==> src/rtl/fetch_unit.sv <==
// Instruction fetch stage: one outstanding memory request, a single IF/ID register and a
// one-entry skid buffer that parks a return arriving while decode is stalled.
module fetch_unit #(
  parameter int unsigned     XLEN     = 64,
  parameter logic [XLEN-1:0] RESET_PC = '0
) (
  input  logic            clk,
  input  logic            reset,
  output logic            imem_req,
  output logic [XLEN-1:0] imem_addr,
  input  logic            imem_ready,
  input  logic            imem_rvalid,
  input  logic [31:0]     imem_rdata,
  input  logic            stall,
  input  logic            redirect,
  input  logic [XLEN-1:0] redirect_pc,
  output logic            id_valid,
  output logic [XLEN-1:0] id_pc,
  output logic [XLEN-1:0] id_pc4,
  output logic [31:0]     id_instr
);

  typedef enum logic [1:0] {S_REQ, S_WAIT, S_HOLD} state_e;

  state_e          state_q, state_d;
  logic [XLEN-1:0] pc_q, pc_d;
  logic            kill_q, kill_d;
  logic [31:0]     skid_q, skid_d;
  logic            id_valid_q, id_valid_d;
  logic [XLEN-1:0] id_pc_q, id_pc_d;
  logic [XLEN-1:0] id_pc4_q, id_pc4_d;
  logic [31:0]     id_instr_q, id_instr_d;

  logic            slot_free;
  logic [XLEN-1:0] pc_plus4;

  assign slot_free = ~id_valid_q | ~stall;
  assign pc_plus4  = pc_q + XLEN'(4);

  always_comb begin
    state_d    = state_q;
    pc_d       = pc_q;
    kill_d     = kill_q;
    skid_d     = skid_q;
    id_valid_d = id_valid_q;
    id_pc_d    = id_pc_q;
    id_pc4_d   = id_pc4_q;
    id_instr_d = id_instr_q;

    if (redirect) begin
      pc_d       = {redirect_pc[XLEN-1:2], 2'b00};
      id_valid_d = 1'b0;
      unique case (state_q)
        S_REQ: begin
          if (imem_ready) begin
            state_d = S_WAIT;
            kill_d  = 1'b1;
          end
        end
        S_WAIT: begin
          if (imem_rvalid) begin
            state_d = S_REQ;
            kill_d  = 1'b0;
          end else begin
            kill_d = 1'b1;
          end
        end
        default: state_d = S_REQ;
      endcase
    end else begin
      // Decode consumes the entry whenever it is not stalled.
      if (slot_free) id_valid_d = 1'b0;
      unique case (state_q)
        S_REQ: begin
          if (imem_ready) state_d = S_WAIT;
        end
        S_WAIT: begin
          if (imem_rvalid) begin
            if (kill_q) begin
              kill_d  = 1'b0;
              state_d = S_REQ;
            end else if (slot_free) begin
              id_valid_d = 1'b1;
              id_instr_d = imem_rdata;
              id_pc_d    = pc_q;
              id_pc4_d   = pc_plus4;
              pc_d       = pc_plus4;
              state_d    = S_REQ;
            end else begin
              skid_d  = imem_rdata;
              state_d = S_HOLD;
            end
          end
        end
        default: begin
          // pc still points at the parked instruction until it moves into IF/ID.
          if (!stall) begin
            id_valid_d = 1'b1;
            id_instr_d = skid_q;
            id_pc_d    = pc_q;
            id_pc4_d   = pc_plus4;
            pc_d       = pc_plus4;
            state_d    = S_REQ;
          end
        end
      endcase
    end
  end

  always_ff @(posedge clk or negedge reset) begin
    if (!reset) begin
      state_q    <= S_REQ;
      pc_q       <= RESET_PC;
      kill_q     <= 1'b0;
      skid_q     <= '0;
      id_valid_q <= 1'b0;
      id_pc_q    <= '0;
      id_pc4_q   <= '0;
      id_instr_q <= '0;
    end else begin
      state_q    <= state_d;
      pc_q       <= pc_d;
      kill_q     <= kill_d;
      skid_q     <= skid_d;
      id_valid_q <= id_valid_d;
      id_pc_q    <= id_pc_d;
      id_pc4_q   <= id_pc4_d;
      id_instr_q <= id_instr_d;
    end
  end

  assign imem_req  = reset & (state_q == S_REQ);
  assign imem_addr = pc_q;
  assign id_valid  = id_valid_q;
  assign id_pc     = id_pc_q;
  assign id_pc4    = id_pc4_q;
  assign id_instr  = id_instr_q;

endmodule
==> config.mk <==
export PLATFORM = sky130hd
export DESIGN_NAME = fetch_unit
export DESIGN_NICKNAME = d
export VERILOG_FILES = /design/src/rtl/fetch_unit.sv
export SDC_FILE = /design/constraint.sdc
export NUM_CORES = 1
export LEC_CHECK = 0
export BUFFER_PORTS_ARGS = -buffer_cell sky130_fd_sc_hd__buf_2
export CAP_MARGIN = 15
export CORE_MARGIN = 8
export CORE_UTILIZATION = 54
export CTS_CLUSTER_DIAMETER = 50
export DETAILED_ROUTE_END_ITERATION = 6
export GPL_TIMING_DRIVEN = 1
export PLACE_DENSITY = 0.86
export SYNTH_ARGS = -nofsm -noshare
export SYNTH_HDL_FRONTEND = slang
export SYNTH_SLANG_ARGS = --single-unit
==> constraint.sdc <==
create_clock -name clk -period 3.5 [get_ports clk]
set_input_delay 0.875 -clock clk [delete_from_list [all_inputs] [get_ports clk]]
set_output_delay 0.875 -clock clk [all_outputs]
set_load 0.02 [all_outputs]
## Word-level counts from Yosys, hierarchy flattened

Cells that the tools add are included.

- Bits in registers: 260
- Input bits: 102
- Output and inout port bits: 226
- Logic and storage cells: 76

- Add/sub/neg operators: 1
- Equality and inequality tests: 12
- Mux-type cells: 38
- Bitwise operators: 8
- Reductions and logical operators: 9

Operators with widths:

| kind | number |
|---|---|
| 2-to-1 mux 64 bit | 9 |
| case mux 64 bit (2 select lines) | 2 |
| 2-to-1 mux 32 bit | 4 |
| adder 64 x 3 -> 64 bit (second input constant) | 1 |
| case mux 32 bit (2 select lines) | 1 |
| 2-to-1 mux 2 bit | 7 |
| != test 3 bit (second input constant) | 4 |
| 2-to-1 mux 1 bit | 11 |
| AND reduction 5 bit | 2 |
| != test 2 bit (second input constant) | 4 |
| case mux 2 bit (2 select lines) | 2 |
| NOT 1 bit | 6 |
| AND reduction 6 bit | 1 |
| nonzero test 2 bit | 3 |
| != test 4 x 1 -> 1 bit (second input constant) | 1 |
| case mux 1 bit (2 select lines) | 2 |
| AND reduction 4 bit | 1 |
| != test 3 x 1 -> 1 bit (second input constant) | 1 |
| == test 2 x 1 -> 1 bit (second input constant) | 1 |
| logical NOT 2 bit | 1 |
| != test 2 x 1 -> 1 bit (second input constant) | 1 |
| AND reduction 2 bit | 1 |
| bitwise AND 1 bit | 1 |
| OR 1 bit | 1 |

## Depth between registers and ports, before layout

- Depth in word-level cells: 8
- Gate-level depth with buffers: 9
- Depth with buffers taken out: 6

## Least setup slack after synthesis

No wires, ideal clock.

- Kind: register to register
- Start point: reg pc_q[14] (netlist: imem_addr[14])
- End point: reg pc_q[58] (netlist: imem_addr[58])
- Library setup time: 0.131 ns
- Arrival: 2.583 ns
- Data required time: 3.369 ns
- Path slack: 0.785 ns
- Stages on the path, launching flop included: 9
- Path buffers: 3
- Period minus slack after synthesis: 2.715 ns
- Cell sequence: dfrtp_1 > buf_2 > nand4_1 > or4_1 > clkbuf_1 > or4_1 > clkbuf_1 > mux2i_1 > or3_1

- Longest elaborated chain between the ends: 6
- Elaborated cells between the ends (all ways): 7
- Those cells by class: add/sub (1); mux (6)

RTL lines:

| what | line | source |
|---|---|---|
| start: declaration | 26 | `logic [XLEN-1:0] pc_q, pc_d;` |
| start signal: assignment | 122 | `pc_q <= pc_d;` |
| adder 64 x 3 -> 64 bit * | 38 | `assign pc_plus4 = pc_q + XLEN'(4);` |
| 2-to-1 mux 64 bit | 82 | `end else if (slot_free) begin` |
| 2-to-1 mux 64 bit | 79 | `if (kill_q) begin` |
| 2-to-1 mux 64 bit | 78 | `if (imem_rvalid) begin` |
| case mux 64 bit (2 select lines) * | 73 | `unique case (state_q)` |
| 2-to-1 mux 64 bit * | 50 | `if (redirect) begin` |

Every way passes the cells marked *; elsewhere a longest branch is shown, timed or not. The select of a mux whose other input is x is not followed.
A chain may end at the register's enable or synchronous reset.

## Worst setup path after layout

- Start point: reg pc_q[17] (netlist: imem_addr[17])
- End point: reg pc_q[58] (netlist: imem_addr[58])

The elaborated chain is that of the path after synthesis.

==> metrics.md <==
| Metric | Value |
|---|---|
| Placed cells | 1,906 |
| RSZ-0062 raised after global routing | false |
| Critical path capture point | imem_addr[58]$_DFFE_PN0P_ |
| Top FF cell, synth | dfrtp_1 |
| Relative max-transition margin | 34.1% |
| Required time worst endpoint | 3930 ps |
| Floorplan die height | 169 µm |
| Syn-to-layout area delta | 22.2% |
| Reg-to-reg critical path startpoint | imem_addr[17]$_DFFE_PN0P_ |
| Wire length after detailed routing | 39,900 µm |
| Inserted Clock Buffers | 29 |
| Worst stage delay on the critical path | 730 ps |
| Placed standard-cell area | 0.0143 mm² |
| Endpoint of the worst-slack reg-to-reg timing path | imem_addr[58]$_DFFE_PN0P_ |
| Number of enable flip-flop cells after synthesis | 0 |
| Routability congestion estimate from global placement | 0.917 |
| Tightest Pin Transition | 989 ps |
| Leading post-synthesis cells by cell area | dfrtp_1 51%, nand2_1 10%, o21ai_0 5.4%, xnor2_1 4.0%, mux2i_1 3.8% |
| Most utilized layer in the global route result | met2 |
| Share of Yosys cell area claimed by the top area cell type | 50.6% |
| Post-route design area | 0.0154 mm² |
| Reg clk slew, reported paths | 70 ps |
| Final min period | 2860 ps |
| # IOs | 328 |
| Post-synthesis sequential element count | 254 |
| Synthesized netlist cell count | 1,358 |
| Setup skew after layout | 22.5 ps |
| Clock network latency to the later pin of the worst-skew pair | 540 ps |
| Overflow left after global routing | 0 |
| Total number of vias | 11,491 |
| Die outline width | 169 µm |
| Most used standard cells in the synthesized netlist | 335 x nand2_1, 254 x dfrtp_1, 135 x o21ai_0, 83 x clkbuf_1, 58 x xnor2_1 |
| Initial core utilization | 54.2% |
| Pwr Density | 714 mW/mm² |
| Slew Viols, Final | 0 |
| Filler instances | 1,854 |
| Hold Vio Cnt, Final | 0 |
| WL/cell | 20.3 µm |
| Nets | 1,721 |
| Number of cells on the worst reg-to-reg path | 5 |
| Number of vias per cell | 5.85 |
| Count of unique library cells instantiated by Yosys | 58 |
| Buffers from clock root to sink, at most | 3 |
| Number of remaining DRC errors | 0 |
| Final Non-Filler Cells | 1,963 |
| Overall die area | 0.0284 mm² |
| Resized Gates After CTS | 0 |
| Leakage power summed over all cells | 7.36 nW |
| Area inside the core boundary | 0.0232 mm² |
| Antenna violations before repair | 6 |
| Max Clk Rate | 350 MHz |
| First DRT Iteration DRCs | 1,363 |
| Minimum hold slack | 144 ps |
| Synthesized cell area | 0.0126 mm² |
| Number of detailed-routing iterations run before antenna repair | 6 |
| Setup TNS after final layout | 0 ps |
| Number of setup buffers added after CTS | 0 |
| Num rows | 56 |
| Vias in the first global route | 11,636 |
| CP max-delay cell | or4_1 |
| Type of element capturing the critical path | register |
| Yosys warnings | 0 |
| Met1 track utilization from global routing | 34.2% |
| Startpoint of the most critical setup path | imem_addr[17]$_DFFE_PN0P_ |
| Number of buffers added to fix hold violations after cts | 0 |
| Type of the worst setup path | reg2reg |
| Wire length of the first global-routing pass | 63,200 µm |
| Root buffer cell | clkbuf_16 |
| Worst min-delay path category | in2async |
| Leading cell type by number of instances after synthesis | nand2_1 |
| Max Cap Violations | 0 |
| HPWL reported at the end of detailed placement | 28,200 µm |
| GRT met3 Usage | 6.01% |
| Maximum number of pins on one net before global-route repair | 168 |
| Sink Count | 254 |
| Met2 usage in global routing | 45.2% |
| Largest area contributor in the synthesized netlist | dfrtp_1 |
| Worst VDD drop | 391 µV |
| Cell repeated most along the worst path | or4_1 |
| CP arrival | 3280 ps |
| R2R setup slack | 640 ps |
| Total track usage | 27.5% |
| Sort of element at the start of the critical path | register |
| Period utilization | 81.6% |
| Remaining antenna violation count | 0 |
| Maximum fanout along the worst path | 9 |
| Share of post-route cells with drive strength above 1 | 26.9% |
| Async S/R FF share, synth | 100% |
| CTS tree | built |
| Final setup vio count | 0 |
| Critical path, cell by cell | nand4_1 > or4_1 > or4_1 > mux2i_1 > or3_1 |
| Seq/Total Area, Yosys | 50.6% |
| Status | completed |
| Post-Syn Area per Cell | 9.26 µm² |
| Count of port buffers added during placement | 319 |
| Level count of the clock H-tree | 1 |
==> flip-flops by register name, summed over array words and instances (netlist names) <==
register / count
state_q: 2
id_valid: 1
id_pc: 62
kill_q: 1
id_instr: 32
id_pc4: 62
skid_q: 32
imem_addr: 62
==> report_power, final <==
| group | switching, W | internal (W) | total, W |
|---|---|---|---|
| clock | 0.00123 | 0.00194 | 0.00317 |
| combinational | 0.00229 | 0.00111 | 0.00340 |
| sequential | 0.000604 | 0.00380 | 0.00440 |
| total | 0.00412 | 0.00685 | 0.0110 |
==> layer usage <==
metal / vias up / part of all wire, %
li1: 5213 / -
met1: 5536 / 39
met2: 606 / 48
met3: 132 / 8.9
met4: 4 / 5.0
met5: - / 0.058
==> cell type report <==
type                    count  area (µm²)  share of cell area [%]
diodes                      4        10.0                  0.0651
clock buffers              40         817                    5.32
clock inverters            13         190                    1.24
inverters                   8        30.0                   0.195
multi-input cells         982        5740                    37.3
flip-flops and latches    254        6360                    41.4
well taps                 319         399                    2.60
repair buffers            343        1830                    11.9
==> how the worst min path moves through the flow <==
stage                            from                     end  slack (ps)  cells after the start
2_1_floorplan  skid_q[29]$_DFFE_PN0P_  skid_q[29]$_DFFE_PN0P_         480                      1
3_3_place_gp    id_pc[17]$_DFFE_PN0P_   id_pc[17]$_DFFE_PN0P_         450                      2
3_5_place_dp   id_pc4[55]$_DFFE_PN0P_  id_pc4[55]$_DFFE_PN0P_         450                      2
4_1_cts                         reset   id_pc[63]$_DFFE_PN0P_         130                      1
5_1_grt                         reset   id_pc[63]$_DFFE_PN0P_         140                      1
6_report                        reset   id_pc[63]$_DFFE_PN0P_         140                      1
==> cell families after synthesis <==
family | after synthesis | synth area share, %
and+or+nand+nor | 611 | 23.3
DFF | 254 | 50.6
AOI/OAI and AO/OA | 196 | 8.88
buffers and inverters | 127 | 4.29
xor gates and xnor gates | 86 | 5.99
muxes | 82 | 6.87
adders and majority gates | 1 | 0.0995
other | 1 | 0.0298
==> critical path: cells and delay by family (launching register included) <==
family	cells	cell delay (ps)
muxes	1	180
and+or+nand+nor	4	2030
DFF	1	530
==> per-stage QoR <==
stage / worst slack [ps] / total power, W / utilization [%]
5_1_grt: 508 / 0.0115 / 66.2
2_1_floorplan: 785 / 0.00637 / -
3_3_place_gp: 691 / 0.00771 / 61.9
3_5_place_dp: 680 / 0.00784 / 61.9
4_1_cts: 670 / 0.0111 / 66.2
6_report: 645 / 0.0110 / 66.2
==> layout by cell type (no fill, tap or decap), drive strengths merged, types with 4 or more instances in the layout <==
| cell | count |
|---|---|
| mux2 | 34 |
| a21o | 9 |
| xor2 | 28 |
| dfrtp | 254 |
| xnor2 | 58 |
| bufinv | 4 |
| mux2i | 48 |
| a31oi | 14 |
| clkinv | 4 |
| diode | 4 |
| a22oi | 12 |
| nor2 | 40 |
| and3 | 15 |
| a21oi | 6 |
| buf | 343 |
| nor4 | 36 |
| o21ai | 136 |
| and4 | 15 |
| nand2 | 335 |
| nand3 | 34 |
| or4 | 15 |
| clkbuf | 40 |
| conb | 6 |
| nor3 | 25 |
| and2 | 15 |
| inv | 12 |
| nand4 | 48 |
| or3 | 14 |
| nor2b | 11 |
No activity file was read; power rests on OpenSTA's default activity.
